<file path="src/rtl/axis_buf_pkg.sv">
// ---------------------------------------------------------------------------
// axis_buf_pkg
// Shared types and helpers for the AXI4-Stream receive buffer.
//   beat_t       : one stored stream beat {data, keep, last} at the default
//                  32-bit data width (modules declare their own width-matched
//                  copy when DATA_W is overridden)
//   rel_state_e  : store-and-forward release FSM states {HOLD, CUT}
//   cnt_w()      : width of an occupancy counter that must hold 0..DEPTH
// ---------------------------------------------------------------------------
package axis_buf_pkg;

   localparam int DATA_W_DEF = 32;
   localparam int KEEP_W_DEF = DATA_W_DEF / 8;

   typedef struct packed {
      logic [DATA_W_DEF-1:0] data;
      logic [KEEP_W_DEF-1:0] keep;
      logic                  last;
   } beat_t;

   typedef enum logic {
      HOLD = 1'b0,
      CUT  = 1'b1
   } rel_state_e;

   // One extra bit so that a completely full buffer (DEPTH) is representable.
   function automatic int cnt_w(input int depth);
      return $clog2(depth) + 1;
   endfunction

endpackage

</file>
<file path="src/rtl/axis_fifo_mem.sv">
// ---------------------------------------------------------------------------
// axis_fifo_mem
// DEPTH-entry storage array for stream beats.
//   clk      : write clock
//   we_i     : write enable
//   waddr_i  : write address
//   wdata_i  : beat to store
//   raddr_i  : read address
//   rdata_o  : beat at raddr_i (asynchronous read, so the head of the buffer
//              is visible in the same cycle the read pointer moves to it)
// Contents are never reset; occupancy logic in the parent guarantees that
// unwritten entries are never presented as valid.
// ---------------------------------------------------------------------------
module axis_fifo_mem
   import axis_buf_pkg::*;
#(
   parameter type ENTRY_T = beat_t,
   parameter int  DEPTH   = 16,
   localparam int AW      = $clog2(DEPTH)
) (
   input  logic          clk,
   input  logic          we_i,
   input  logic [AW-1:0] waddr_i,
   input  ENTRY_T        wdata_i,
   input  logic [AW-1:0] raddr_i,
   output ENTRY_T        rdata_o
);

   ENTRY_T mem_q [DEPTH];

   always_ff @(posedge clk) begin
      if (we_i) begin
         mem_q[waddr_i] <= wdata_i;
      end
   end

   assign rdata_o = mem_q[raddr_i];

endmodule

</file>
<file path="src/rtl/axis_rx_buffer.sv">
// ---------------------------------------------------------------------------
// axis_rx_buffer
// AXI4-Stream slave feeding a circular buffer that is re-presented on an
// AXI4-Stream master port. Optional store-and-forward release on TLAST.
//   clk, reset            : single clock, synchronous active-high reset
//   S_AXIS_T*             : input stream (TREADY driven from occupancy)
//   M_AXIS_T*             : output stream, head of buffer
//   level                 : beats currently stored (0..DEPTH)
//   pkt_count             : TLAST beats currently stored
// Parameters: DATA_W (multiple of 8), DEPTH (power of two, >= 2),
//   PACKET_MODE (0 = cut-through, 1 = release only complete packets).
// ---------------------------------------------------------------------------
module axis_rx_buffer
   import axis_buf_pkg::*;
#(
   parameter int  DATA_W      = 32,
   parameter int  DEPTH       = 16,
   parameter int  PACKET_MODE = 0,
   localparam int KEEP_W      = DATA_W / 8,
   localparam int CNT_W       = cnt_w(DEPTH)
) (
   input  logic              clk,
   input  logic              reset,
   input  logic              S_AXIS_TVALID,
   output logic              S_AXIS_TREADY,
   input  logic [DATA_W-1:0] S_AXIS_TDATA,
   input  logic [KEEP_W-1:0] S_AXIS_TKEEP,
   input  logic              S_AXIS_TLAST,
   output logic              M_AXIS_TVALID,
   input  logic              M_AXIS_TREADY,
   output logic [DATA_W-1:0] M_AXIS_TDATA,
   output logic [KEEP_W-1:0] M_AXIS_TKEEP,
   output logic              M_AXIS_TLAST,
   output logic [CNT_W-1:0]  level,
   output logic [CNT_W-1:0]  pkt_count
);

   localparam int               PTR_W    = $clog2(DEPTH);
   localparam logic [CNT_W-1:0] FULL_LVL = CNT_W'(DEPTH);

   typedef struct packed {
      logic [DATA_W-1:0] data;
      logic [KEEP_W-1:0] keep;
      logic              last;
   } rx_beat_t;

   logic [PTR_W-1:0] wr_ptr_q, wr_ptr_d;
   logic [PTR_W-1:0] rd_ptr_q, rd_ptr_d;
   logic [CNT_W-1:0] level_q, level_d;
   logic [CNT_W-1:0] pkt_q, pkt_d;
   logic             s_ready_q, s_ready_d;
   logic             m_valid_q, m_valid_d;
   rel_state_e       state_q, state_d;

   rx_beat_t wr_beat;
   rx_beat_t rd_beat;
   logic     wr_en;
   logic     rd_en;
   logic     pkt_inc;
   logic     pkt_dec;

   assign wr_beat = '{data: S_AXIS_TDATA, keep: S_AXIS_TKEEP, last: S_AXIS_TLAST};

   // Both handshakes depend only on registered ready/valid, so a read in the
   // same cycle never frees space for a write while full.
   assign wr_en   = S_AXIS_TVALID && s_ready_q;
   assign rd_en   = m_valid_q && M_AXIS_TREADY;
   assign pkt_inc = wr_en && S_AXIS_TLAST;
   assign pkt_dec = rd_en && rd_beat.last;

   axis_fifo_mem #(
      .ENTRY_T (rx_beat_t),
      .DEPTH   (DEPTH)
   ) u_mem (
      .clk     (clk),
      .we_i    (wr_en),
      .waddr_i (wr_ptr_q),
      .wdata_i (wr_beat),
      .raddr_i (rd_ptr_q),
      .rdata_o (rd_beat)
   );

   always_comb begin
      wr_ptr_d = wr_en ? wr_ptr_q + PTR_W'(1) : wr_ptr_q;
      rd_ptr_d = rd_en ? rd_ptr_q + PTR_W'(1) : rd_ptr_q;

      level_d = level_q;
      case ({wr_en, rd_en})
         2'b10:   level_d = level_q + CNT_W'(1);
         2'b01:   level_d = level_q - CNT_W'(1);
         default: level_d = level_q;
      endcase

      pkt_d = pkt_q;
      case ({pkt_inc, pkt_dec})
         2'b10:   pkt_d = pkt_q + CNT_W'(1);
         2'b01:   pkt_d = pkt_q - CNT_W'(1);
         default: pkt_d = pkt_q;
      endcase

      // Release FSM. A full buffer holding no TLAST can never complete its
      // packet, so it is released cut-through until that packet's TLAST leaves.
      state_d = state_q;
      case (state_q)
         HOLD: if ((PACKET_MODE != 0) && (level_q == FULL_LVL) && (pkt_q == '0))
                  state_d = CUT;
         CUT:  if (rd_en && rd_beat.last)
                  state_d = HOLD;
         default: state_d = HOLD;
      endcase

      // Valid is computed from next-state values and registered, which keeps
      // it equal to the occupancy rule applied to the registered state.
      if (PACKET_MODE == 0) begin
         m_valid_d = (level_d != '0);
      end else if (state_d == HOLD) begin
         m_valid_d = (pkt_d != '0);
      end else begin
         m_valid_d = (level_d != '0);
      end

      s_ready_d = (level_d != FULL_LVL);
   end

   always_ff @(posedge clk) begin
      if (reset) begin
         wr_ptr_q  <= '0;
         rd_ptr_q  <= '0;
         level_q   <= '0;
         pkt_q     <= '0;
         state_q   <= HOLD;
         m_valid_q <= 1'b0;
         s_ready_q <= 1'b0;
      end else begin
         wr_ptr_q  <= wr_ptr_d;
         rd_ptr_q  <= rd_ptr_d;
         level_q   <= level_d;
         pkt_q     <= pkt_d;
         state_q   <= state_d;
         m_valid_q <= m_valid_d;
         s_ready_q <= s_ready_d;
      end
   end

   assign S_AXIS_TREADY = s_ready_q;
   assign M_AXIS_TVALID = m_valid_q;
   assign M_AXIS_TDATA  = rd_beat.data;
   assign M_AXIS_TKEEP  = rd_beat.keep;
   assign M_AXIS_TLAST  = rd_beat.last;
   assign level         = level_q;
   assign pkt_count     = pkt_q;

endmodule

</file>
<file path="config.mk">
export PLATFORM = sky130hd
export DESIGN_NAME = axis_rx_buffer
export DESIGN_NICKNAME = d
export VERILOG_FILES = /design/src/rtl/axis_buf_pkg.sv /design/src/rtl/axis_fifo_mem.sv /design/src/rtl/axis_rx_buffer.sv
export SDC_FILE = /design/constraint.sdc
export NUM_CORES = 1
export LEC_CHECK = 0
export ABC_AREA = 1
export BUFFER_PORTS_ARGS = -buffer_cell sky130_fd_sc_hd__buf_2
export CORE_AREA = 3 3 212 214
export DETAILED_ROUTE_END_ITERATION = 16
export DIE_AREA = 0 0 215 217
export GPL_ROUTABILITY_DRIVEN = 0
export PLACE_DENSITY = 0.76
export SLEW_MARGIN = 10
export SYNTH_ARGS = -nofsm -noshare
export SYNTH_HDL_FRONTEND = slang
export SYNTH_HIERARCHICAL = 1
export SYNTH_SLANG_ARGS = --single-unit
export TNS_END_PERCENT = 30
</file>
<file path="constraint.sdc">
create_clock -name clk -period 5.06 [get_ports clk]
set_input_delay 1.012 -clock clk [delete_from_list [all_inputs] [get_ports clk]]
set_output_delay 1.012 -clock clk [all_outputs]
set_load 0.01 [all_outputs]
</file>
-- After elaboration in Yosys (flattened, before gate mapping)
Memories as Yosys holds them, arrays and structs flattened. A register that Yosys moved wholly into a read port is not among the register bits.
Index checks and enable logic that the tools add are counted.
- magnitude comparators: 0
- multiplexer cells: 6
- shifts and indexed selects: 0
- divide/modulo/power cells: 0
- equal/unequal tests: 5
- bitwise gates (word level): 0
- multiply operators: 0
- add/sub/neg operators: 6
- reduce and logical (&&, ||, !) cells: 6
- operator list (operator ; number):
    $pmux 5 s2 ; 2
    $add 5x1->5 const B ; 2
    $sub 5x1->5 const B ; 2
    $add 4x1->4 const B ; 2
    $mux 4 ; 2
    $ne 5x5->1 const B ; 1
    $reduce_bool 5->1 ; 1
    $eq 2x1->1 const B ; 2
    $eq 2x2->1 const B ; 2
    $logic_and 1x1->1 ; 4
    $mux 1 ; 2
    $reduce_bool 2->1 ; 1
- flip-flop bits (word level): 20
- input port bits: 41
- RAM bits: 592
- output and inout port bits: 49
- ROM bits: 0
- logic and storage cells: 30
- bits in latches: 0
- memories: 1
- memory list (memory ; depth ; bits a word ; read ports ; clocked after memory_dff ; wr ports ; RTL line ; RTL):
    u_mem.mem_q ; 16 ; 37 ; 1 ; 1 ; 1 ; axis_fifo_mem.sv:29 ; ENTRY_T mem_q [DEPTH];

-- Logic depth before layout (Yosys ltp)
- word-level depth: 4
- depth in mapped cells: 19
- depth with buffers taken out: 17

-- Modules after synthesis
The synthesis kept the hierarchy.
- modules (own cells, without submodules) (module ; cells each ; area each (sq um) ; times used ; sequential area each (sq um)):
    axis_fifo_mem ; 2409 ; 25464.4 ; 1 ; 17777.0
    axis_rx_buffer ; 157 ; 1126.1 ; 1 ; 400.4

-- Least setup slack after synthesis
OpenSTA, ideal clock, no wires.
- kind: input to register
- start point: input port S_AXIS_TVALID
- end point: memory u_mem/mem_q[12][0] (netlist bit), enable pin
- arrival time: 2.960 ns
- slack: 1.669 ns
- data required time: 4.629 ns
- stages on the path: 4
- path buffers: 0
- setup time: 0.431 ns
- cell sequence: nand2_1 -> inv_2 -> nand3_1 -> nor2_1
- longest elaborated chain between the ends: 3
- ends and longest elaborated chain (item ; RTL line ; RTL):
    start: declaration ; axis_rx_buffer.sv:24 ; input logic S_AXIS_TVALID,
    $logic_and 1x1->1 ; axis_rx_buffer.sv:66 ; assign wr_en = S_AXIS_TVALID && s_ready_q;
    via wr_en ; axis_rx_buffer.sv:57 ; logic wr_en;
    $mux 1 ; axis_fifo_mem.sv:32 ; if (we_i) begin
    $mux 1 (implied by the code) ; axis_fifo_mem.sv:33 ; mem_q[waddr_i] <= wdata_i;
    end: declaration ; axis_fifo_mem.sv:29 ;
The timed path passes the listed nets, and every way through them passes these cells.

==> results.md <==
* Synth top area share at 0.669
* Final nets at 2,681
* Synth area leaders: edfxtp_1, nand2_1, nand3_1
* Reg2Reg Depth at 17
* CTS buffer count at 59
* EDFF count, synth at 592
* Slew HR at 0.173
* TritonCTS clock tree: yes
* Post-synthesis average cell area at 10.4 sq um
* Worst min path class: flip-flop to flip-flop
* Crit path DAT at 3.32 ns
* Core area at 0.0431 sq mm
* Hold Slack at 0.528 ns
* Reg-to-reg setup timing slack at 1.32 ns
* Area growth syn-to-layout at 10.4%
* Share of layout cells above drive strength 1 at 0.0915
* Post-Syn Instances at 2,566
* Most Crowded Layer GR: met2
* Clk Latency, worst-skew pair at 0.62 ns
* Netlist cell types at 32
* Vias at 17,981
* Hold depth at 2
* Max Cap Viol at 0
* Hold_sp: pkt_count[4]$_SDFFE_PP0P_
* CP max FO at 181
* DRT antenna net count at 0
* Critical Path Most Common Cell: nand2_1
* Die area at 0.0467 sq mm
* Syn Std Cell Area at 0.0266 sq mm
* Count of buffer and inverter cells on the critical path at 3
* Critical Path Sink Type: output port
* Final hold viol count at 0
* LEAKAGE at 12.6 nW
* DR vias/cell at 5.51
* Wirelength per Cell at 19.2 microns
* Vert. Die Dim at 217 microns
* Synth cell count leaders: nand2_1, edfxtp_1, inv_1, nand3_1, buf_2
* CTS H-Tree Depth at 2
* # setup viols final at 0
* CP startpoint kind: flip-flop
* Slew @ Worst Pin at 1.24 ns
* Worst path slowest cell: inv_8
* Vias in the first global route at 17,526
* Die X at 215 microns
* GR Util met1 at 0.357
* Rows at 76
* DR DRC count at 0
* Starting Density at 0.617
* Clock-pin slew on the worst setup and hold paths at 0.06 ns
* Initial DRC Count at 2,008
* Register area share after synthesis at 0.684
* CP top delay family: buffers and inverters
* Largest net degree at the start of global routing at 182
* Synthesized Nets at 2,617
* CP Class: flip-flop to output port
* Required @ worst endpoint at 4.05 ns
* CP peak stage delay at 0.67 ns
* Tot GR Track Use at 0.267
* Hold bufs inserted after CTS at 0
* Unrepaired setup endpoints after global routing: no
* Leading area contributor after synthesis: edfxtp_1
* R2r startpoint: rd_ptr_q[0]$_SDFFE_PP0N_
* Clock Path Buffers at 3
* Initial antenna violation count at 5
* Asr flop ratio synth at 0
* I/O Pins at 90
* First drt pass iteration count at 7
* Detailed placement HPWL at 32,400 microns
* Root Buffer: clkbuf_16
* Crit-path cells: inv_8 > buf_4 > nand2_1 > nand2_1 > nand2_1 > nand3_1 > nand3_1 > nand2_1 > buf_2
* Achievable clock frequency at 231 MHz
* Pwr dens at 425 mW/mm^2
* Grt ovf at 0
* Slew Viols, Final at 0
* Final critical-path required period at 4.33 ns
* Synth warn at 6
* Status: complete, no violations
* Postcts setup bufs at 0
* Worst vdd ir at 0.306 mV
* Clk sinks at 612
* Worst r2r dst: pkt_count[4]$_SDFFE_PP0P_
* Setup TNS at 0 ns
* Final worst path period share at 0.856
* I/O Buffers at 89
* First-pass GRT wire length at 96,500 microns
* Routed WL at 62,800 microns
* Crit path depth at 9
* Post_cts resized at 0
* Grt met2 use at 0.439
* Top FF cell, synth: edfxtp_1
* Worst Clk Skew at 0.0128 ns
* Most frequent cell after synthesis: nand2_1
* WHS Endpoint: pkt_count[4]$_SDFFE_PP0P_
* #FFs+latches synth at 612
* Routing usage on met3 at 0.0507
==> area by class of cell <==
type	count	area, sq um
clock buffers	72	1550
well taps	585	732
repair buffers	126	773
diodes	2	5.00
flip-flops and latches	612	18200
clock inverters	38	320
fillers	3025	13700
inverters	472	1780
multi-input cells	1359	6000
==> sequential cells by signal, indices dropped and copies added (netlist names) <==
name	cells
wr_ptr_q	4
S_AXIS_TREADY	1
u_mem/mem_q	592
pkt_count	5
rd_ptr_q	4
level	5
M_AXIS_TVALID	1
==> worst max path at each step <==
stage | startpoint | end | slack (ns)
3_3_place_gp | rd_ptr_q[0]$_SDFFE_PP0N_ | M_AXIS_TDATA[26] | 1.60
6_report | rd_ptr_q[0]$_SDFFE_PP0N_ | M_AXIS_TDATA[26] | 0.73
2_1_floorplan | S_AXIS_TVALID | u_mem/mem_q[12][0]$_DFFE_PP_ | 1.67
3_5_place_dp | rd_ptr_q[0]$_SDFFE_PP0N_ | M_AXIS_TDATA[26] | 1.59
5_1_grt | rd_ptr_q[0]$_SDFFE_PP0N_ | M_AXIS_TDATA[26] | 0.71
4_1_cts | rd_ptr_q[0]$_SDFFE_PP0N_ | M_AXIS_TDATA[26] | 0.92
==> worst reg2reg max path, delay by kind of cell, from the launching register on <==
kind | cells | cell delay (ns)
and+or+nand+nor | 10 | 1.30
DFF | 1 | 0.47
AOI/OAI and AO/OA | 2 | 0.34
buffers and inverters | 2 | 0.74
adders and majority gates | 2 | 0.61
xor gates and xnor gates | 1 | 0.22
==> cells in the final DEF, fill, tap and decap left out, types with 2 or more instances in the layout <==
| cell type | count |
|---|---|
| dfxtp_1 | 16 |
| buf_12 | 4 |
| ha_1 | 9 |
| clkinvlp_4 | 3 |
| nand2_2 | 3 |
| and3_1 | 2 |
| buf_4 | 33 |
| nand3_1 | 457 |
| nand2_1 | 818 |
| diode_2 | 2 |
| clkbuf_1 | 12 |
| o21ai_0 | 6 |
| a21oi_1 | 11 |
| clkinv_2 | 10 |
| nor2_4 | 17 |
| dfxtp_4 | 3 |
| xor2_1 | 3 |
| nor3_1 | 2 |
| nand3_2 | 2 |
| nand3b_1 | 2 |
| inv_2 | 8 |
| nor2_1 | 18 |
| bufinv_16 | 5 |
| clkinv_1 | 18 |
| buf_2 | 89 |
| xnor2_1 | 2 |
| inv_1 | 461 |
| edfxtp_1 | 592 |
| nand4_1 | 2 |
| clkbuf_16 | 60 |
==> routing by layer <==
metal  share of wire  routed length [microns]
met3           0.097                     6120
met2            0.48                    30300
met1            0.39                    24300
met4           0.033                     2070
met5         0.00060                       38
==> through the flow <==
step / worst slack, ns / cell area (sq um) / total power [mW] / std cells / util
floorplan: 1.67 / 26600 / 7.63 / 2566 / -
global placement: 1.60 / 27500 / 8.20 / 3154 / 0.638
detailed placement: 1.59 / 27500 / 8.28 / 3154 / 0.638
CTS: 0.919 / 29300 / 12.5 / 3264 / 0.681
global route: 0.709 / 29300 / 13.0 / 3265 / 0.681
finish: 0.727 / 29300 / 12.5 / 3266 / 0.681
==> power breakdown <==
part           internal (mW)  switching (mW)  total (mW)
registers               5.74           0.109        5.84
logic                  0.724            1.64        2.36
clock network           2.42            1.83        4.25
==> kinds of logic after synthesis <==
group,Yosys count,share of synthesized area
AOI/OAI and AO/OA,20,0.00405
DFF,612,0.684
and+or+nand+nor,1324,0.210
buffers and inverters,595,0.0954
adders and majority gates,10,0.00499
xor gates and xnor gates,5,0.00165
Power figures use the tool's default switching activity.
